`src/rtl/ethpipe_pkg.sv`:
```
// rtl/ethpipe_pkg.sv - shared constants, FSM encoding and header layout for the GMII receive slot writer
package ethpipe_pkg;

   typedef logic [2:0] rx_state_t;

   localparam rx_state_t ST_IDLE     = 3'd0;
   localparam rx_state_t ST_PREAMBLE = 3'd1;
   localparam rx_state_t ST_DATA     = 3'd2;
   localparam rx_state_t ST_FLUSH    = 3'd3;
   localparam rx_state_t ST_HEADER   = 3'd4;
   localparam rx_state_t ST_DROP     = 3'd5;

   localparam logic [7:0]  PREAMBLE_BYTE   = 8'h55;
   localparam logic [7:0]  SFD_BYTE        = 8'hD5;
   localparam logic [31:0] CRC32_INIT      = 32'hFFFF_FFFF;
   localparam logic [31:0] CRC32_POLY_REFL = 32'hEDB8_8320;
   localparam logic [31:0] CRC32_RESIDUE   = 32'hC704_DD7B;

   localparam int HDR_LEN_LSB     = 0;
   localparam int HDR_LEN_W       = 16;
   localparam int HDR_FCS_ERR_BIT = 16;
   localparam int HDR_TRUNC_BIT   = 17;

   // The CRC register is kept LSB-first, so the residue is compared bit-reversed.
   function automatic logic [31:0] reflect32(input logic [31:0] v);
      logic [31:0] r;
      for (int i = 0; i < 32; i++) r[i] = v[31-i];
      return r;
   endfunction

   function automatic logic [3:0] partial_byte_en(input logic [1:0] filled);
      case (filled)
         2'd1:    return 4'b0001;
         2'd2:    return 4'b0011;
         2'd3:    return 4'b0111;
         default: return 4'b0000;
      endcase
   endfunction

endpackage

```
`src/rtl/gmii_rx_slot_writer_if.sv`:
```
// rtl/gmii_rx_slot_writer_if.sv - slot memory write port and frame-complete strobe
interface gmii_rx_slot_writer_if #(
   parameter int SLOT_AW = 11
);
   logic [31:0]        slot_rx_eth_data;
   logic [3:0]         slot_rx_eth_byte_en;
   logic [SLOT_AW-1:0] slot_rx_eth_address;
   logic               slot_rx_eth_wr_en;
   logic               rx_complete;

   modport master (
      output slot_rx_eth_data, slot_rx_eth_byte_en, slot_rx_eth_address,
             slot_rx_eth_wr_en, rx_complete
   );

   modport slave (
      input  slot_rx_eth_data, slot_rx_eth_byte_en, slot_rx_eth_address,
             slot_rx_eth_wr_en, rx_complete
   );
endinterface

```
`src/rtl/crc32_d8.sv`:
```
// rtl/crc32_d8.sv - combinational reflected CRC32 next-state, one byte per step
module crc32_d8
   import ethpipe_pkg::*;
(
   input  logic [31:0] crc_in,
   input  logic [7:0]  data,
   output logic [31:0] crc_out
);
   logic [31:0] c;

   always_comb begin
      c = crc_in;
      for (int i = 0; i < 8; i++) begin
         c = (c >> 1) ^ ((c[0] ^ data[i]) ? CRC32_POLY_REFL : 32'h0);
      end
   end

   assign crc_out = c;
endmodule

```
`src/rtl/gmii_rx_slot_writer.sv`:
```
// rtl/gmii_rx_slot_writer.sv - packs GMII receive bytes into slot words, then writes a length/status header at word 0
// FCS checking is built only when RX_FCS_CHECK_EN is defined.
module gmii_rx_slot_writer
   import ethpipe_pkg::*;
#(
   parameter int SLOT_AW = 11,
   parameter int MIN_LEN = 64
)(
   input  logic                         gmii_rx_clk,
   input  logic                         sys_rst,
   input  logic [7:0]                   gmii_rxd,
   input  logic                         gmii_rx_dv,
   input  logic                         rx_empty,
   gmii_rx_slot_writer_if.master        slot
);
   localparam int CNT_W = SLOT_AW + 2;
   // Word 0 is the header, so data may use every word but one.
   localparam logic [CNT_W-1:0] MAX_CNT = CNT_W'(4 * ((1 << SLOT_AW) - 1));

   rx_state_t          state_q, state_d;
   logic [CNT_W-1:0]   byte_cnt_q, byte_cnt_d;
   logic [23:0]        lanes_q, lanes_d;
   logic               trunc_q, trunc_d;
   logic               fcs_err_q, fcs_err_d;
   logic [31:0]        data_q, data_d;
   logic [3:0]         be_q, be_d;
   logic [SLOT_AW-1:0] addr_q, addr_d;
   logic               wr_en_q, wr_en_d;
   logic               complete_q, complete_d;
   logic [SLOT_AW-1:0] word_addr;
   logic [31:0]        hdr;

`ifdef RX_FCS_CHECK_EN
   logic [31:0] crc_q, crc_d, crc_next;

   crc32_d8 u_crc (
      .crc_in  (crc_q),
      .data    (gmii_rxd),
      .crc_out (crc_next)
   );
`endif

   assign word_addr = byte_cnt_q[CNT_W-1:2] + SLOT_AW'(1);

   always_comb begin
      state_d    = state_q;
      byte_cnt_d = byte_cnt_q;
      lanes_d    = lanes_q;
      trunc_d    = trunc_q;
      fcs_err_d  = fcs_err_q;
      data_d     = data_q;
      be_d       = be_q;
      addr_d     = addr_q;
      wr_en_d    = 1'b0;
      complete_d = 1'b0;
`ifdef RX_FCS_CHECK_EN
      crc_d      = crc_q;
`endif
      hdr = '0;
      hdr[HDR_LEN_LSB +: HDR_LEN_W] = HDR_LEN_W'(byte_cnt_q);
      hdr[HDR_FCS_ERR_BIT]          = fcs_err_q;
      hdr[HDR_TRUNC_BIT]            = trunc_q;

      case (state_q)
         ST_IDLE: begin
            if (gmii_rx_dv) state_d = (gmii_rxd == PREAMBLE_BYTE) ? ST_PREAMBLE : ST_DROP;
         end
         ST_PREAMBLE: begin
            if (!gmii_rx_dv) begin
               state_d = ST_IDLE;
            end else if (gmii_rxd == SFD_BYTE && rx_empty) begin
               state_d    = ST_DATA;
               byte_cnt_d = '0;
               lanes_d    = '0;
               trunc_d    = 1'b0;
               fcs_err_d  = 1'b0;
`ifdef RX_FCS_CHECK_EN
               crc_d      = CRC32_INIT;
`endif
            end else if (gmii_rxd != PREAMBLE_BYTE) begin
               state_d = ST_DROP;
            end
         end
         ST_DATA: begin
            if (gmii_rx_dv) begin
`ifdef RX_FCS_CHECK_EN
               crc_d = crc_next;
`endif
               if (byte_cnt_q == MAX_CNT) begin
                  trunc_d = 1'b1;
               end else begin
                  byte_cnt_d = byte_cnt_q + CNT_W'(1);
                  case (byte_cnt_q[1:0])
                     2'd0: lanes_d[7:0]   = gmii_rxd;
                     2'd1: lanes_d[15:8]  = gmii_rxd;
                     2'd2: lanes_d[23:16] = gmii_rxd;
                     default: begin
                        wr_en_d = 1'b1;
                        data_d  = {gmii_rxd, lanes_q};
                        be_d    = 4'hF;
                        addr_d  = word_addr;
                     end
                  endcase
               end
            end else begin
               state_d = ST_FLUSH;
`ifdef RX_FCS_CHECK_EN
               fcs_err_d = (crc_q != reflect32(CRC32_RESIDUE));
`endif
               if (byte_cnt_q[1:0] != 2'd0) begin
                  wr_en_d = 1'b1;
                  data_d  = {8'h00, lanes_q};
                  be_d    = partial_byte_en(byte_cnt_q[1:0]);
                  addr_d  = word_addr;
               end
            end
         end
         ST_FLUSH: begin
            if (byte_cnt_q >= CNT_W'(MIN_LEN)) begin
               state_d = ST_HEADER;
               wr_en_d = 1'b1;
               data_d  = hdr;
               be_d    = 4'hF;
               addr_d  = '0;
            end else begin
               state_d = gmii_rx_dv ? ST_DROP : ST_IDLE;
            end
         end
         ST_HEADER: begin
            complete_d = 1'b1;
            state_d    = gmii_rx_dv ? ST_DROP : ST_IDLE;
         end
         ST_DROP: begin
            if (!gmii_rx_dv) state_d = ST_IDLE;
         end
         default: state_d = ST_IDLE;
      endcase
   end

   always_ff @(posedge gmii_rx_clk or posedge sys_rst) begin
      if (sys_rst) begin
         state_q    <= ST_IDLE;
         byte_cnt_q <= '0;
         lanes_q    <= '0;
         trunc_q    <= 1'b0;
         fcs_err_q  <= 1'b0;
         data_q     <= '0;
         be_q       <= '0;
         addr_q     <= '0;
         wr_en_q    <= 1'b0;
         complete_q <= 1'b0;
`ifdef RX_FCS_CHECK_EN
         crc_q      <= '0;
`endif
      end else begin
         state_q    <= state_d;
         byte_cnt_q <= byte_cnt_d;
         lanes_q    <= lanes_d;
         trunc_q    <= trunc_d;
         fcs_err_q  <= fcs_err_d;
         data_q     <= data_d;
         be_q       <= be_d;
         addr_q     <= addr_d;
         wr_en_q    <= wr_en_d;
         complete_q <= complete_d;
`ifdef RX_FCS_CHECK_EN
         crc_q      <= crc_d;
`endif
      end
   end

   assign slot.slot_rx_eth_data    = data_q;
   assign slot.slot_rx_eth_byte_en = be_q;
   assign slot.slot_rx_eth_address = addr_q;
   assign slot.slot_rx_eth_wr_en   = wr_en_q;
   assign slot.rx_complete         = complete_q;
endmodule

```
`src/flat_wrapper.sv`:
```
// flat-port wrapper written by rule: the top's interface ports become plain ports
module gmii_rx_slot_writer_flat import ethpipe_pkg::*;
#(
   parameter int SLOT_AW = 11,
   parameter int MIN_LEN = 64
)
  (gmii_rx_clk, sys_rst, gmii_rxd, gmii_rx_dv, rx_empty, slot_slot_rx_eth_data, slot_slot_rx_eth_byte_en, slot_slot_rx_eth_address, slot_slot_rx_eth_wr_en, slot_rx_complete);
  gmii_rx_slot_writer_if #(.SLOT_AW(SLOT_AW)) slot_i ();
  input  logic gmii_rx_clk;
  input  logic sys_rst;
  input  logic [7:0] gmii_rxd;
  input  logic gmii_rx_dv;
  input  logic rx_empty;
  output wire logic [$bits(slot_i.slot_rx_eth_data)-1:0] slot_slot_rx_eth_data;
  output wire logic [$bits(slot_i.slot_rx_eth_byte_en)-1:0] slot_slot_rx_eth_byte_en;
  output wire logic [$bits(slot_i.slot_rx_eth_address)-1:0] slot_slot_rx_eth_address;
  output wire logic [$bits(slot_i.slot_rx_eth_wr_en)-1:0] slot_slot_rx_eth_wr_en;
  output wire logic [$bits(slot_i.rx_complete)-1:0] slot_rx_complete;
  assign slot_slot_rx_eth_data = slot_i.slot_rx_eth_data;
  assign slot_slot_rx_eth_byte_en = slot_i.slot_rx_eth_byte_en;
  assign slot_slot_rx_eth_address = slot_i.slot_rx_eth_address;
  assign slot_slot_rx_eth_wr_en = slot_i.slot_rx_eth_wr_en;
  assign slot_rx_complete = slot_i.rx_complete;
  gmii_rx_slot_writer #(.SLOT_AW(SLOT_AW), .MIN_LEN(MIN_LEN)) u_core (.gmii_rx_clk(gmii_rx_clk), .sys_rst(sys_rst), .gmii_rxd(gmii_rxd), .gmii_rx_dv(gmii_rx_dv), .rx_empty(rx_empty), .slot(slot_i));
endmodule
```
`config.mk`:
```
export PLATFORM = sky130hd
export DESIGN_NAME = gmii_rx_slot_writer_flat
export DESIGN_NICKNAME = d
export VERILOG_FILES = /design/src/rtl/ethpipe_pkg.sv /design/src/rtl/gmii_rx_slot_writer_if.sv /design/src/rtl/crc32_d8.sv /design/src/rtl/gmii_rx_slot_writer.sv /design/src/flat_wrapper.sv
export SDC_FILE = /design/constraint.sdc
export NUM_CORES = 1
export LEC_CHECK = 0
export CORE_MARGIN = 3
export CORE_UTILIZATION = 25
export CTS_CLUSTER_SIZE = 8
export DETAILED_ROUTE_END_ITERATION = 8
export GPL_TIMING_DRIVEN = 0
export PLACE_DENSITY = 0.51
export SLEW_MARGIN = 10
export SYNTH_ARGS = -nofsm -noshare
export SYNTH_HDL_FRONTEND = slang
export SYNTH_SLANG_ARGS = --single-unit
```
`constraint.sdc`:
```
create_clock -name gmii_rx_clk -period 3.5 [get_ports gmii_rx_clk]
set_clock_uncertainty 0.2 [all_clocks]
set_input_delay 0.35 -clock gmii_rx_clk [delete_from_list [all_inputs] [get_ports gmii_rx_clk]]
set_output_delay 0.35 -clock gmii_rx_clk [all_outputs]
set_load 0.01 [all_outputs]
```
Yosys cells after proc, flatten, opt, wreduce, memory -nomap -nowiden
Index checks and enable logic that the tools add are counted.
{"block": "totals", "register_bits": 90, "input_bits": 12, "output_inout_bits": 49, "word_cells": 110}
{"block": "op_classes", "add_sub_neg": 2, "order_cmp": 1, "eq_ne": 28, "n_mux": 54, "reduce_logical": 14}
{"operator": "$mux 32", "count": 5}
{"operator": "$mux 24", "count": 4}
{"operator": "$pmux 32 s2", "count": 1}
{"operator": "$mux 11", "count": 5}
{"operator": "$mux 13", "count": 4}
{"operator": "$pmux 24 s2", "count": 1}
{"operator": "$mux 3", "count": 9}
{"operator": "$pmux 13 s2", "count": 1}
{"operator": "$mux 8", "count": 3}
{"operator": "$pmux 11 s2", "count": 1}
{"operator": "$mux 4", "count": 5}
{"operator": "$ne 2x2->1 const B", "count": 9}
{"operator": "$pmux 3 s6", "count": 1}
{"operator": "$reduce_and 6->1", "count": 3}
{"operator": "$reduce_and 5->1", "count": 3}
{"operator": "$add 13x1->13 const B", "count": 1}
{"operator": "$eq 13x13->1 const B", "count": 1}
{"operator": "$ge 13x7->1 const B", "count": 1}
{"operator": "$add 11x1->11 const B", "count": 1}
{"operator": "$mux 1", "count": 10}
{"operator": "$pmux 3 s3", "count": 1}
{"operator": "$eq 8x7->1 const B", "count": 1}
{"operator": "$eq 8x8->1 const B", "count": 1}
{"operator": "$ne 8x7->1 const B", "count": 1}
{"operator": "other kinds (17)", "count": 26}

Logic depth before layout (Yosys ltp)
{"block": "logic_depth", "ltp_word": 6, "mapped_depth": 8, "depth_no_buf": 6}

Worst setup path after synthesis
No wires, ideal clock.
{"block": "synth_path", "path_type": "reg2reg", "start": "register u_core.state_q[1]", "end": "register u_core.addr_q[2] (netlist: u_core.slot.slot_rx_eth_address[2])", "setup_time_ns": 0.125, "arrival_time_ns": 1.882, "required_ns": 3.175, "slack_ns": 1.293, "path_stages_with_launch": 7, "synth_period_minus_slack_ns": 2.207, "cell_sequence": "dfrtp_1 buf_4 or3b_1 buf_2 o31ai_4 buf_6 mux2_2"}
{"block": "synth_between", "elab_chain_len": 3, "elab_cells_between_ends": 9}
{"item": "from (decl)", "line": "gmii_rx_slot_writer.sv:20", "rtl": "rx_state_t state_q, state_d;"}
{"item": "from (signal assigned)", "line": "gmii_rx_slot_writer.sv:156", "rtl": "state_q <= state_d;"}
{"item": "$eq 3x2->1, on equally long branches"}
{"item": "$ne 3x3->1 (no line) (tied with other cells)"}
{"item": "$reduce_and 5->1 (no line)"}
{"item": "to (signal assigned)", "line": "gmii_rx_slot_writer.sv:163", "rtl": "addr_q <= addr_d;"}
{"item": "to (decl)", "line": "gmii_rx_slot_writer.sv:27", "rtl": "logic [SLOT_AW-1:0] addr_q, addr_d;"}
Parallel ways exist; a longest one is shown, timed or not.
A chain may end at the register's enable or synchronous reset.

Worst setup path after layout
{"block": "layout_path", "start": "register u_core.byte_cnt_q[9]", "end": "register u_core.be_q[0] (netlist: u_core.slot.slot_rx_eth_byte_en[0])"}
{"block": "layout_between", "elab_chain_len": 3, "elab_cells_between_ends": 5}
{"item": "from (decl)", "line": "gmii_rx_slot_writer.sv:21", "rtl": "logic [CNT_W-1:0] byte_cnt_q, byte_cnt_d;"}
{"item": "from (signal assigned)", "line": "gmii_rx_slot_writer.sv:157", "rtl": "byte_cnt_q <= byte_cnt_d;"}
{"item": "$ge 13x7->1 / $eq 13x13->1 (equally long branches)", "line": "gmii_rx_slot_writer.sv:119, gmii_rx_slot_writer.sv:89"}
{"item": "$ne 2x1->1 (no line) / $ne 3x3->1 (equally long branches)"}
{"item": "$reduce_and 5->1 (no line) (*)"}
{"item": "to (signal assigned)", "line": "gmii_rx_slot_writer.sv:148", "rtl": "be_q <= '0;"}
{"item": "to (signal assigned)", "line": "gmii_rx_slot_writer.sv:162", "rtl": "be_q <= be_d;"}
{"item": "to (decl)", "line": "gmii_rx_slot_writer.sv:26", "rtl": "logic [3:0] be_q, be_d;"}
Mark *: on every way between the ends. The rest lies on a longest branch, timed or not.

==> reports/metrics.cfg <==
[synth]
ys_seq_area_share_pct = 50.5
synth_edf_count = 0
syn_inst = 428
syn_nets = 446
synth_cell_types = 50
synthFlopType = dfrtp_1
ys_async_sr_fraction_pct = 100
yosysWarnings = 0
syn_area_mm2 = 0.00446
syn_avg_cell_area_um2 = 10.4
synth_seq_cells = 90

[timing]
slew_violations = 0
worst_pin_slew_ps = 780
slew_headroom_pct = 47.5
fin_crit_sh_pct = 75.8
fin_crit_ps = 2650
rsz0062_at_grt = false
setup_violations = 0
setup_tns_ps = 0
holdWs_ps = 128
hold_viol_final = 0
fmax_mhz = 377

[cells_and_area]
layout.area.seq_mm2 = 0.00225
syn_to_final_growth_pct = 26.9
most-common-layout-cells = dfrtp_1, nand2_1, clkdlybuf4s50_1
layout_commonest_cell = dfrtp_1
multiInputGateArea_mm2 = 0.00197
utilization_pct = 32.6
diodes = 0
nFillCells = 1768
nets = 518
drive_gt1_share_pct = 14.9

[power_and_ir_drop]
p_leak_nw = 2.62
ir_worst_vdd_uv = 186
powerDensity_mw_per_mm2 = 383
p_total_mw = 2.17

[place]
dp_hpwl_um = 8840
place.gp.congestion = 0.870
port_buffers = 60

[global_route]
grt_max_degree = 66
grt_pass1_wl_um = 19900
track_usage_pct = 12.9
grt-ovfl-total = 0
grt_antenna_before_repair = 0
first_global_vias = 3614

[floorplanning]
die_h_um = 140
die_w_um = 140
rows = 48
ios = 61
dieArea_mm2 = 0.0195
core_area_mm2 = 0.0174
start_util_pct = 25.7

[setup_path]
arrival_ps = 2670
crit_fanout = 10
r2r_end = u_core.slot.slot_rx_eth_byte_en[0]
r2r.worst_path.cells = 6
crit_required_ps = 3520
crit_path_start_kind = flip-flop
ff2ff_setup_slack_ps = 850
r2r-start = u_core.byte_cnt_q[9]
crit_type = reg2reg
critPathCaptureType = flip-flop

[drt]
drcViolationCount = 0
first_iter_violations = 232
via_count = 3412
viasPerCell = 4.67
drt_first_pass_iters = 6
avgRoutedWirePerCell_um = 16.7
wl_um = 12200
ant_nets = 0

[clock_network]
cts_setup_buffers = 0
tritoncts = built
cts.sink_count = 90
clock_path_buffers = 2
cts.repair.resized = 0
holdBufCountCts = 0
cts-root-buf = clkbuf_16
clkTransAtPathRegs_ps = 70
htree_levels = 3
clk_latency_ps = 340
numCtsBuffers = 9

[outcome]
status = completed

[job]
cap_violations = 0

[worst_hold_path]
hold_path_class = in2async

==> registers in the layout, indices dropped and copies added, names as in the netlist <==
name and count:
u_core.slot.slot_rx_eth_address 11, u_core.slot.slot_rx_eth_wr_en 1, u_core.slot.slot_rx_eth_byte_en 4, u_core.byte_cnt_q 13
u_core.lanes_q 24, u_core.slot.slot_rx_eth_data 32, u_core.trunc_q 1, u_core.slot.rx_complete 1
u_core.state_q 3
==> logic make-up (layout without fill, tap and decap cells) <==
family                   Yosys count  after routing  share of synthesized area [%]
AO/OA/AOI/OAI                     55             55                           8.58
adder cells (fa/ha/maj)            6              6                           1.68
multiplexers                      63             63                           15.0
buffers and inverters             54            131                           5.44
flip-flops                        90             90                           50.5
XOR/XNOR                           4              4                          0.785
AND/OR/NAND/NOR                  156            156                           18.0
==> worst max path at each step <==
stage                                          to  slack (ps)                  from
6_report       u_core.slot.slot_rx_eth_byte_en[0]         850  u_core.byte_cnt_q[9]
5_1_grt                     u_core.byte_cnt_q[10]         690  u_core.byte_cnt_q[2]
4_1_cts           u_core.slot.slot_rx_eth_data[1]         870  u_core.byte_cnt_q[2]
3_5_place_dp                    u_core.lanes_q[0]         570           gmii_rxd[0]
3_3_place_gp   u_core.slot.slot_rx_eth_address[3]        -810               sys_rst
2_1_floorplan                u_core.byte_cnt_q[0]         610               sys_rst
==> final cells by class <==
| type | count | area share [%] |
|---|---|---|
| multi-input combinational | 284 | 34.7 |
| inverter | 27 | 1.83 |
| clock buffer | 9 | 3.98 |
| buffer | 27 | 2.50 |
| sequential | 90 | 39.8 |
| timing repair buffer | 61 | 11.1 |
| clock inverter | 7 | 1.08 |
| tap | 225 | 4.97 |
==> power by group <==
part	leakage [nW]	switching, mW	internal [mW]
sequential	1.16	0.0156	1.06
combinational	1.31	0.0799	0.0648
clock	0.140	0.447	0.495
total	2.62	0.542	1.62
==> layer usage <==
layer / track usage (%) / up-vias / part of all wire (%)
met2: 19.8 / 79 / 46
met1: 18.0 / 1690 / 48
met3: 2.89 / 9 / 4.3
li1: - / 1634 / -
met4: 4.18 / 0 / 1.2
met5: 0 / - / 0
==> Yosys cell counts, types with 2 or more instances <==
cell type / count / share of area (%)
nand2b_1: 2 / 0.28
nand2_1: 77 / 6.5
nor3_1: 3 / 0.34
o21ai_0: 11 / 1.2
a21o_1: 2 / 0.34
ha_1: 6 / 1.7
nor2_1: 11 / 0.93
xnor2_1: 3 / 0.59
nor4b_1: 2 / 0.39
mux2_2: 32 / 8.1
a22o_1: 9 / 1.8
or2_2: 4 / 0.56
clkbuf_1: 14 / 1.2
o31ai_1: 6 / 1.0
nand3_2: 2 / 0.45
buf_6: 3 / 0.76
nor4_1: 2 / 0.28
and4bb_2: 2 / 0.56
nand3_1: 8 / 0.90
a21oi_1: 15 / 1.7
nand4_1: 6 / 0.84
and3_1: 10 / 1.4
buf_2: 8 / 0.90
and3b_1: 3 / 0.59
and2_1: 2 / 0.28
inv_1: 27 / 2.3
or4_1: 7 / 1.2
nand3b_1: 2 / 0.34
dfrtp_1: 90 / 50
or3_1: 8 / 1.1
mux2i_1: 31 / 7.0
buf_4: 2 / 0.34
==> critical path: stages (launching register included) <==
cell      delay [ps]
dfrtp_1          360
clkbuf_1         210
nor4_1           740
a21o_1           320
o31ai_4          210
buf_6            210
or2_2            270
==> metrics by stage <==
step | instances | setup slack, ps | instance area (um^2)
finish | 730 | 848 | 5660
global route | 730 | 687 | 5660
floorplan | 428 | 615 | 4460
global placement | 713 | -813 | 5340
detailed placement | 714 | 572 | 5370
CTS | 730 | 866 | 5660
No activity file was read; power rests on OpenSTA's default activity.
==> patch: new RTL, same settings <==
One comparison of `byte_cnt_q` changes from == to >=.
--- a/src/rtl/gmii_rx_slot_writer.sv
+++ b/src/rtl/gmii_rx_slot_writer.sv
@@ -88,3 +88,3 @@
 `endif
-               if (byte_cnt_q == MAX_CNT) begin
+               if (byte_cnt_q >= MAX_CNT) begin
                   trunc_d = 1'b1;
Formal check against the unedited RTL: no difference found for any inputs over 4 cycles, from zero or initial values and one cycle with sys_rst high; that may be too few to reach the edited logic, so the function may still have changed.
==> patch against the unedited design <==
  * Clock power is 5.3% higher
  * Synthesized area shrank 3.0%
  * Die area shrank 2.9%
  * First-iteration DRC count up 9.1%
  * Cell area is 2.1% lower
  * Core utilization is 0.44 points higher
  * Total power rose by 1.3%
  * Sequential cell count did not move
  * Via count down 7.3%
  * Setup slack got worse by 0.14 ns
  * Wire length decreased by 7.7%
  * Critical path depth increased by 1
==> patch: results (changes against the unedited design) <==
logic_synthesis:
  synth_fa_ha_area_share_pct: 2.024  # was 1.683%
  seq_area_frac_synth_pct: 52.04  # was 50.48%
  syn-num-nets: 424  # was 446
  synth_mux_area_share_pct: 13.07  # was 15.03%
  ys_types: 47  # was 50
  synth_area_per_cell_um2: 10.69  # was 10.42 um2
place:
  hpwlAfterDp_um: 8180  # was 8836 um
  gp_congestion: 0.8118  # was 0.8696
  place_ws_ns: 0.4789  # was 0.5719 ns
  dp.cells: 686  # was 714
  placed_area_um2: 5234  # was 5374 um2
global_routing:
  grt_pass1_wl_um: 18360  # was 19880 um
  grt_usage_pct: 12.75  # was 12.86%
  grt_max_degree: 50  # was 66
layout:
  nNetsFinal: 496  # was 518
  layout-drive-gt1-share_pct: 12.47  # was 14.85%
  bufAreaShareNonClock_pct: 13.35  # was 13.59%
  multi_input_cells: 263  # was 284
  multi_input_area_um2: 1859  # was 1967 um2
  nFillCells: 1734  # was 1768
  post-route-util_pct: 33.05  # was 32.61%
  inverters: 28  # was 27
  n_all_buffers: 85  # was 88
power_and_ir_drop:
  peakVddDrop_uv: 196.1  # was 185.8 uV
  p_leak_nw: 2.543  # was 2.617 nW
worst_setup_path:
  rr_endpoint: "u_core.lanes_q[2]"  # was u_core.slot.slot_rx_eth_byte_en[0]
  r2r_slack_ns: 0.71  # was 0.85 ns
  r2r_cells: 7  # was 6
  cp_max_fo: 8  # was 10
  cpPeakStageDelay_ns: 0.47  # was 0.74 ns
detailed_routing:
  drt-pass1-iter-count: 4  # was 6
  num_vias: 3163  # was 3412
sta:
  relSlewSlack_pct: 61.64  # was 47.52%
  whs_ns: 0.2171  # was 0.1280 ns
outcome:
  status: "completed"  # unchanged
[patch: cell count changes after synthesis, moves of 7 or more]
cell | unedited run | this run
a22o_1 | 9 | 16
nor2_1 | 11 | 25
a21oi_1 | 15 | 3
nand2_1 | 77 | 64
mux2i_1 | 31 | 19
or3_1 | 8 | 0
xnor2_1 | 3 | 14
[patch: power by group through the flow]
stage	registers (W)	clock network [W]	logic, W
detailed placement	0.00109	0	0.000131
finish	0.00107	0.000992	0.000128
CTS	0.00107	0.00102	0.000131
global placement	0.00109	0	0.000124
global route	0.00108	0.00107	0.000142
floorplan	0.00110	0	0.0000504
[patch: routing by layer]
| metal | share of wire, % | wire [um] | vias up | track usage [%] |
|---|---|---|---|---|
| met5 | 0 | 0 | - | 0 |
| met1 | 48 | 5416 | 1552 | 17.58 |
| met3 | 4.7 | 529 | 10 | 2.557 |
| met2 | 46 | 5176 | 79 | 19.47 |
| met4 | 1.1 | 123 | 0 | 5.377 |
| li1 | - | - | 1522 | - |
